--- config.mk ---
export PLATFORM = sky130hd
export DESIGN_NAME = serializador
export DESIGN_NICKNAME = d
export VERILOG_FILES = /design/src/rtl/serializador.sv
export SDC_FILE = /design/constraint.sdc
export NUM_CORES = 1
export LEC_CHECK = 0
export ABC_CLOCK_PERIOD_IN_PS = 2500
export BUFFER_PORTS_ARGS = -buffer_cell sky130_fd_sc_hd__buf_2
export CAP_MARGIN = 10
export CORE_UTILIZATION = 57
export DETAILED_ROUTE_END_ITERATION = 10
export PLACE_DENSITY_LB_ADDON = 0.15
export SLEW_MARGIN = 20
export SYNTH_ARGS = -nofsm -noshare
export SYNTH_HDL_FRONTEND = slang
export SYNTH_SLANG_ARGS = --single-unit
--- constraint.sdc ---
create_clock -name clk_100KHz -period 2.5 [get_ports clk_100KHz]
set_input_delay 0 -clock clk_100KHz [delete_from_list [all_inputs] [get_ports clk_100KHz]]
set_output_delay 0 -clock clk_100KHz [all_outputs]
set_load 0.05 [all_outputs]
--- src/rtl/serializador.sv ---
// rtl/serializador.sv - byte-to-serial transmitter, MSB first, 2-entry buffer, framed by write_out
// Optional even-parity bit after each byte when SERIALIZADOR_PARITY_EN is defined.
module serializador #(
  parameter int unsigned FRAME_GAP = 1
) (
  input  logic       clk_100KHz,
  input  logic       reset,
  input  logic [7:0] data_in,
  input  logic       load_in,
  output logic       ready_out,
  input  logic       hold_in,
  output logic       data_out,
  output logic       write_out,
  output logic       busy_out,
  output logic [7:0] frames_out
);

  typedef enum logic [1:0] {
    ST_IDLE,
    ST_SEND,
    ST_PAR,
    ST_GAP
  } state_t;

  localparam logic [3:0] GAP_INIT = 4'(FRAME_GAP - 1);

  state_t      state_q, state_d;
  logic [7:0]  fifo_q [2];
  logic        wr_ptr_q, rd_ptr_q;
  logic [1:0]  count_q;
  logic [7:0]  shift_q, shift_d;
  logic [2:0]  bit_cnt_q, bit_cnt_d;
  logic [3:0]  gap_cnt_q, gap_cnt_d;
  logic        data_q, data_d;
  logic        write_q, write_d;
  logic [7:0]  frames_q, frames_d;
  logic        push, pop, can_start;
  logic [7:0]  head;
`ifdef SERIALIZADOR_PARITY_EN
  logic        parity_q, parity_d;
`endif

  assign ready_out  = reset & (count_q != 2'd2);
  assign push       = load_in & ready_out;
  assign head       = fifo_q[rd_ptr_q];
  assign can_start  = (count_q != 2'd0) & ~hold_in;
  assign data_out   = data_q;
  assign write_out  = write_q;
  assign busy_out   = (state_q != ST_IDLE);
  assign frames_out = frames_q;

  always_comb begin
    state_d   = state_q;
    shift_d   = shift_q;
    bit_cnt_d = bit_cnt_q;
    gap_cnt_d = gap_cnt_q;
    data_d    = 1'b0;
    write_d   = 1'b0;
    frames_d  = frames_q;
    pop       = 1'b0;
`ifdef SERIALIZADOR_PARITY_EN
    parity_d  = parity_q;
`endif
    case (state_q)
      ST_IDLE: begin
        if (can_start) pop = 1'b1;
      end
      ST_SEND: begin
        // data_out always mirrors shift_q[7] while sending
        if (bit_cnt_q != 3'd0) begin
          shift_d   = {shift_q[6:0], 1'b0};
          data_d    = shift_q[6];
          write_d   = 1'b1;
          bit_cnt_d = bit_cnt_q - 3'd1;
        end else begin
`ifdef SERIALIZADOR_PARITY_EN
          state_d = ST_PAR;
          data_d  = parity_q;
          write_d = 1'b1;
`else
          state_d   = ST_GAP;
          frames_d  = frames_q + 8'd1;
          gap_cnt_d = GAP_INIT;
`endif
        end
      end
`ifdef SERIALIZADOR_PARITY_EN
      ST_PAR: begin
        state_d   = ST_GAP;
        frames_d  = frames_q + 8'd1;
        gap_cnt_d = GAP_INIT;
      end
`endif
      ST_GAP: begin
        if (gap_cnt_q != 4'd0) gap_cnt_d = gap_cnt_q - 4'd1;
        else if (can_start)    pop = 1'b1;
        else                   state_d = ST_IDLE;
      end
      default: state_d = ST_IDLE;
    endcase

    // Frame start: shared by the IDLE and GAP-exit paths
    if (pop) begin
      state_d   = ST_SEND;
      shift_d   = head;
      bit_cnt_d = 3'd7;
      data_d    = head[7];
      write_d   = 1'b1;
`ifdef SERIALIZADOR_PARITY_EN
      parity_d  = ^head;
`endif
    end
  end

  always_ff @(posedge clk_100KHz) begin
    if (!reset) begin
      state_q   <= ST_IDLE;
      wr_ptr_q  <= 1'b0;
      rd_ptr_q  <= 1'b0;
      count_q   <= 2'd0;
      shift_q   <= 8'd0;
      bit_cnt_q <= 3'd0;
      gap_cnt_q <= 4'd0;
      data_q    <= 1'b0;
      write_q   <= 1'b0;
      frames_q  <= 8'd0;
`ifdef SERIALIZADOR_PARITY_EN
      parity_q  <= 1'b0;
`endif
    end else begin
      state_q   <= state_d;
      shift_q   <= shift_d;
      bit_cnt_q <= bit_cnt_d;
      gap_cnt_q <= gap_cnt_d;
      data_q    <= data_d;
      write_q   <= write_d;
      frames_q  <= frames_d;
`ifdef SERIALIZADOR_PARITY_EN
      parity_q  <= parity_d;
`endif
      if (push) wr_ptr_q <= ~wr_ptr_q;
      if (pop)  rd_ptr_q <= ~rd_ptr_q;
      case ({push, pop})
        2'b10:   count_q <= count_q + 2'd1;
        2'b01:   count_q <= count_q - 2'd1;
        default: count_q <= count_q;
      endcase
    end
  end

  always_ff @(posedge clk_100KHz) begin
    if (push) fifo_q[wr_ptr_q] <= data_in;
  end

endmodule

# Yosys cells after proc, flatten, opt, wreduce, memory -nomap -nowiden
# Memory sizes are Yosys's and may differ from the RTL's. A register that Yosys moved wholly into a read port is not among the register bits.
# Cells that the tools add are included.
# totals
register_bits	30
ramBits	16
word_cells	82
memories	1
# op_classes
addsub	5
n_eq_ne	13
muxes	28
bitwise	9
reduce_logical	15
# memory_table
name	words	width	read_ports	rd_clocked_by_memory_dff	write_ports	line_no	text
fifo_q	2	8	1	1	1	28	logic [7:0] fifo_q [2];
# ops
op	n
2-to-1 mux 7 bit	3
2-to-1 mux 1 bit	13
!= test 2 bit, second input constant	6
nonzero test 2 bit	6
2-to-1 mux 3 bit	3
!= test 3 bit, second input constant	3
adder 8 x 1 -> 8 bit, second input constant	1
2-to-1 mux 4 bit	2
one-hot mux 4 bit (2 select lines)	1
AND reduction 4 bit	2
2-to-1 mux 2 bit	3
NOT 1 bit	6
one-hot mux 2 bit (3 select lines)	1
equality test 2 x 1 -> 1 bit, second input constant	2
equality test 2 bit, second input constant	2
one-hot mux 2 bit (2 select lines)	1
AND reduction 2 bit	2
nonzero test 4 bit	1
subtractor 4 x 1 -> 4 bit, second input constant	1
bitwise AND 1 bit	3
AND reduction 3 bit	1
nonzero test 3 bit	1
subtractor 3 x 1 -> 3 bit, second input constant	1
adder 2 x 1 -> 2 bit, second input constant	1
4 further kinds	4

# Logic depth before layout (Yosys ltp)
# Gate-level depths: netlist of run 1.
# logic_depth
depth_word	7
depth_mapped	9
mapped_depth_nobuf	8

# Least setup slack after synthesis of run 1
# No wires, ideal clock.
# synth_path
path_kind	register -> register
startpoint	register state_q[0]
endpoint	register count_q[1]
setup_time_ns	0.076
t_arrival_ns	2.052
required_ns	2.424
slack_ns	0.372
stages_incl_launch_ff	8
path_buffers	1
period_less_slack_ns	2.128
cell_sequence	dfxtp_1 -> ha_1 -> and4bb_2 -> o211a_4 -> buf_2 -> ha_1 -> or3_1 -> a21boi_0
# synth_between
elab_chain_len	4
word_cells_on_any_way	7
# synth_lines
element	line_no	text
start, declared	27	state_t state_q, state_d;
start signal, assigned	131	state_q <= state_d;
equality test 2 bit / logical NOT 2 bit (equally long branches)	64	case (state_q)
one-hot mux 1 bit (2 select lines) *	64	
via pop	37	logic push, pop, can_start;
equality test 2 x 1 -> 1 bit / equality test 2 bit (equally long branches)	143	case ({push, pop})
one-hot mux 2 bit (2 select lines) / nonzero test 2 bit (equally long branches)	-	
end signal, assigned	144	2'b10: count_q <= count_q + 2'd1;
end signal, assigned	145	2'b01: count_q <= count_q - 2'd1;
end signal, assigned	146	default: count_q <= count_q;
end, declared	30	logic [1:0] count_q;
# The timed path passes the listed nets; every way through them passes the cells marked *.
# A chain may end at the register's enable or synchronous reset.

# Worst setup path in the final report of run 1
# layout_path
startpoint	register state_q[0]
endpoint	register count_q[1]
# layout_between
elab_chain_len	4
word_cells_on_any_way	7
# layout_lines
element	line_no
equality test 2 bit / logical NOT 2 bit (equally long branches)	64
one-hot mux 1 bit (2 select lines) *	64
equality test 2 x 1 -> 1 bit / equality test 2 bit (equally long branches)	143
one-hot mux 2 bit (2 select lines) / nonzero test 2 bit (equally long branches)	-
# Mark *: on every way between the ends. The rest lies on a longest branch, timed or not.

==> results.cfg, run 1 <==
[run_status]
status = complete, no violations

[routing]
drc_errors = 0
wl_per_cell_um = 15.0
ant_nets = 0
via_per_inst = 5.38
drt_wl_total_um = 3990
firstDrtPassIters = 4
drtIter0Drc = 84
vias = 1430

[timing]
hold_violations = 0
max_freq_ghz = 0.444
finClkSkew_ps = 4.16
finalSetupViolCount = 0
tns_ps = 0
drv_slew = 0
relSlewSlack_pct = 52.3
rsz0062_at_grt = no
tightest_slew_ps = 713
final.setup.worst_slack_ps = 246
fin_crit_sh_pct = 90.2
period_needed_ps = 2250

[yosys]
syn_avg_cell_area_um2 = 11.5
ys_seq_area_share_pct = 51.1
synth-seq-cells = 47
synth_area_leaders = dfxtp_1 (29%), edfxtp_1 (22%), ha_1 (5.2%)
yosysTopAreaCell = dfxtp_1
synth_nets = 209
yosys_warnings = 0
synth_top_area_share_pct = 28.8
syn_area_um2 = 2150
synth.distinct_cells = 42
postSynthCellCount = 188

[floorplanning]
core_um2 = 3470
die_h_um = 63.5
rows = 21
start_util_pct = 62.1
io_pins = 24
die_area_um2 = 4030
die_w_um = 63.5

[power]
swShare_pct = 36.3
leakage_nw = 1.02
seqPwrFrac_pct = 43.9
p_int_mw = 1.53
peakVddDrop_uv = 655
p_switching_mw = 0.875
clock_power_share_pct = 18.4
combPwrFrac_pct = 37.7
p_per_area_nw_per_um2 = 978

[cts]
cts_sinks = 47
path_clk_slew_ps = 80
root_buffer = clkbuf_8
cts_htree_levels = 2
cts_buffers = 5
clk_latency_ps = 300
cts_buffer_depth = 2
cts_tree = built
post_cts_buffers = 0

[cells_and_area]
layout-drive-gt1-share_pct = 20.5
fill_cells = 262
diodes = 0
area_growth_pct = 14.3
nNetsFinal = 240
stdcell_count = 266

[setup_path]
crit_cells = 6
slowest_stage = dfxtp_1
crit_chain = ha_1 -> and4bb_2 -> o211a_4 -> ha_1 -> or3_1 -> a21boi_0
crit_required_ps = 2730
critPathBufInv = 0
critPathCaptureType = register
critPathKind = register to register
critPathTopFamily = simple AND/OR/NAND/NOR gates
crit_fanout = 23
reg2regPathDepth = 6
slowest_delay_ps = 390
worst_path_most_repeated_cell = ha_1
startpoint_type = register
cp.arrival_ps = 2480

[place]
placed_cells = 250
preCtsSetupSlack_ps = 241
place_congestion = 0.820
io_buffers = 23
hpwlAfterDp_um = 2640

[global_route]
antenna_found_initial = 0
grt_pass1_vias = 1494
grt_use_total_pct = 22.1
grt_pass1_wl_um = 6720
grt_max_degree = 32
overflow = 0

[min_path]
hp-class = input port to register
min_path_cells = 3

[run]
drv_cap = 0
## power by group through the flow
stage | Combinational, mW | Sequential, mW | Clock, mW
floorplan | 0.721 | 1.08 | 0
CTS | 0.906 | 1.06 | 0.455
finish | 0.909 | 1.06 | 0.443
detailed placement | 0.893 | 1.07 | 0
global placement | 0.850 | 1.06 | 0
global route | 1.00 | 1.08 | 0.479
## timing repair
item	CTS	global route
resized for setup	0	0
hold endpoints to repair	16	0
hold buffers	8	0
## cell usage after synthesis (all sizes together)
| cell | count |
|---|---|
| clkbuf | 4 |
| a211oi | 1 |
| dfxtp | 31 |
| o21ai | 4 |
| nand4b | 2 |
| nor2 | 3 |
| a21boi | 5 |
| nor2b | 2 |
| or4b | 1 |
| nand3 | 2 |
| o21a | 9 |
| o211ai | 1 |
| o22a | 1 |
| a31oi | 2 |
| nand3b | 4 |
| o21ba | 1 |
| o211a | 7 |
| o31a | 1 |
| or3 | 3 |
| nand2b | 2 |
| a211o | 1 |
| a21oi | 3 |
| ha | 9 |
| buf | 4 |
| nand2 | 14 |
| edfxtp | 16 |
| mux2i | 10 |
| inv | 10 |
| mux2 | 7 |
| xnor2 | 5 |
| xor2 | 4 |
| and4bb | 1 |
| nor3 | 3 |
| and2 | 12 |
| and3 | 1 |
| a21bo | 1 |
| nor4 | 1 |
## through the flow
step	cell area, um2	power [mW]	util, %	hold slack [ps]
6_report	2460	2.41	71.0	216
5_1_grt	2460	2.56	71.0	208
4_1_cts	2460	2.42	71.0	189
3_5_place_dp	2290	1.96	66.2	191
3_3_place_gp	2290	1.91	66.2	189
2_1_floorplan	2150	1.80	-	98.9
## cell families after synthesis
kind of cell	synth area share, %
flip-flops	51.1
adder cells (fa/ha/maj)	5.23
multiplexers	8.30
AND/OR/NAND/NOR	14.0
AO/OA/AOI/OAI	14.1
XOR/XNOR	3.66
buffers and inverters	3.60
## layer usage
layer  track usage, %  routed length, um
met5                0                  0
met4             9.09                 70
met3             4.89                111
met2             39.0               2050
met1             25.6               1750
## flip-flops by register name, summed over array words and instances (netlist names), named ones only
register / cells
state_q: 2
count_q: 2
rd_ptr_q: 1
gap_cnt_q: 4
shift_q: 7
data_out: 1
frames_out: 8
wr_ptr_q: 1
write_out: 1
fifo_q: 16
bit_cnt_q: 3
## cell usage in the layout, fill, tap and decap left out, drive strengths merged, types with 4 or more instances in the layout
cell type,netlist,routed
a21boi,5,5
and2,12,12
buf,4,24
clkbuf,4,5
dfxtp,31,31
dlygate4sd3,0,8
edfxtp,16,16
ha,9,9
inv,10,10
mux2,7,7
mux2i,10,10
nand2,14,14
nand3b,4,4
o211a,7,7
o21a,9,9
o21ai,4,4
xnor2,5,5
xor2,4,4
## tightest hold or removal path, delay by kind of cell
| family | cells | cell delay [ps] |
|---|---|---|
| buffers and inverters | 2 | 340 |
| AOI/OAI and AO/OA | 1 | 130 |
## layout make-up
| type | instances | area (um2) | share of cell area [%] |
|---|---|---|---|
| sequential | 47 | 1100 | 44.7 |
| multi-input combinational | 123 | 976 | 39.6 |
| timing repair buffer | 32 | 203 | 8.23 |
| clock buffer | 5 | 68.8 | 2.79 |
| tap | 46 | 57.6 | 2.34 |
| inverter | 10 | 37.5 | 1.52 |
| clock inverter | 3 | 20.0 | 0.813 |
## final timing paths
path                                     end       start  slack, ps
worst max register to register    count_q[1]  state_q[0]        250
worst min-delay path            bit_cnt_q[2]       reset        220
worst max-delay path              count_q[1]  state_q[0]        250
worst min register to register    shift_q[0]  shift_q[0]        520
Note: power is estimated with default switching activity, not from simulation.
==> run 2, diff against run 1 <==
- CORE_UTILIZATION: 57 -> 60
- CTS_BUF_LIST: unset -> sky130_fd_sc_hd__clkbuf_8
==> run 2 against run 1 <==
Clock-buffer cell count stayed put. Critical path type unchanged. Sequential share of layout area shrank 0.85 points. First-iteration DRC count down 39%.
==> results.cfg, run 2 (synthesis results as in run 1) <==
[run_status]
status = complete, no violations

[global_route]
antenna_found_initial = 0
overflow = 0
grt_pass1_wl_um = 5750
grt_max_degree = 32
grt_use_total_pct = 21.3
grt_pass1_vias = 1344

[setup_path]
critPathBufInv = 0
crit_required_ps = 2730
critPathCaptureType = register
cp.arrival_ps = 2440
startpoint_type = register
crit_fanout = 23
crit_chain = ha_1 -> and4bb_2 -> o211a_4 -> ha_1 -> or3_1 -> a21boi_0
critPathTopFamily = simple AND/OR/NAND/NOR gates
worst_path_most_repeated_cell = ha_1
critPathKind = register to register
slowest_delay_ps = 400
slowest_stage = dfxtp_1

[floorplanning]
die_area_um2 = 3830
die_w_um = 61.9
die_h_um = 61.9
core_um2 = 3390
start_util_pct = 63.6
rows = 21
io_pins = 24

[cells_and_area]
diodes = 0
nNetsFinal = 240
largest_register_ffs = 16
regMostFlops = fifo_q
fill_cells = 233
layout-drive-gt1-share_pct = 20.9
final_cell_mix = dfxtp_1 (31), buf_2 (23), edfxtp_1 (16)
final_common_cell = dfxtp_1
stdcell_count = 266
area_growth_pct = 16.6

[timing]
fin_crit_sh_pct = 88.6
relSlewSlack_pct = 55.1
finClkSkew_ps = 6.99
tightest_slew_ps = 670
finalSetupViolCount = 0
drv_slew = 0
tns_ps = 0
max_freq_ghz = 0.452
rsz0062_at_grt = no
hold_violations = 0
period_needed_ps = 2210

[cts]
path_clk_slew_ps = 90
cts_sinks = 47
root_buffer = clkbuf_8
cts_buffer_depth = 2
clk_latency_ps = 300
cts_buffers = 5
cts_tree = built
cts_htree_levels = 2
hold_buffers = 8
post_cts_buffers = 0
post_cts_resized = 0

[place]
hpwlAfterDp_um = 2410
placed_cells = 250
place_congestion = 0.763
io_buffers = 23

[routing]
drtIter0Drc = 51
wl_per_cell_um = 13.3
via_per_inst = 5.26
ant_nets = 0
vias = 1400
firstDrtPassIters = 4
drc_errors = 0
drt_wl_total_um = 3530

[min_path]
hp-class = input port to register

[power]
leakage_nw = 1.05
peakVddDrop_uv = 681
p_per_area_nw_per_um2 = 1030
finalPower_mw = 2.60

[run]
drv_cap = 0
## run 2: cell types whose count changed in the layout (fill, tap and decap cells not counted)
cell | before | now
clkinv_1 | 1 | 0
bufinv_16 | 0 | 2
clkinv_4 | 1 | 0
## run 2: area by class of cell
| class | instances | area [um2] | share of cell area, % |
|---|---|---|---|
| well taps | 46 | 57.6 | 2.29 |
| clock buffers | 5 | 68.8 | 2.74 |
| multi-input cells | 123 | 976 | 38.9 |
| clock inverters | 3 | 67.6 | 2.69 |
| repair buffers | 32 | 203 | 8.07 |
| flip-flops and latches | 47 | 1100 | 43.8 |
| inverters | 10 | 37.5 | 1.49 |
## run 2: worst register-to-register path, delay by kind of cell (launching register included)
family          cells  cell delay (ps)
compound gates      2              480
fa+ha+maj           2              580
flops               1              400
simple gates        2              680
## run 2: power by group
group          total, mW  switching, mW  internal [mW]
Sequential          1.06          0.115          0.940
Clock              0.652          0.254          0.399
Combinational      0.888          0.491          0.397
Total               2.60          0.859           1.74
## run 2: final timing paths
path	startpoint	end	slack, ps	cells after the start
max	state_q[0]	count_q[1]	290	6
min	reset	wr_ptr_q	200	3
max reg2reg	state_q[0]	count_q[1]	290	6
min reg2reg	gap_cnt_q[1]	gap_cnt_q[1]	520	2
## run 2: per-stage QoR
step / setup slack, ps / instance area (um2) / util [%] / hold slack [ps]
after CTS: 270 / 2510 / 74.1 / 186
after floorplan: 372 / 2150 / - / 98.9
after global routing: 107 / 2510 / 74.1 / 220
after detailed placement: 301 / 2290 / 67.7 / 191
final: 286 / 2510 / 74.1 / 203
after global placement: 398 / 2290 / 67.7 / 188
## run 2: metal layers
metal  routed length [um]  track usage (%)
met5                    0                0
met4                   43             9.52
met3                   88             6.00
met2                 1950             40.7
met1                 1450             21.3
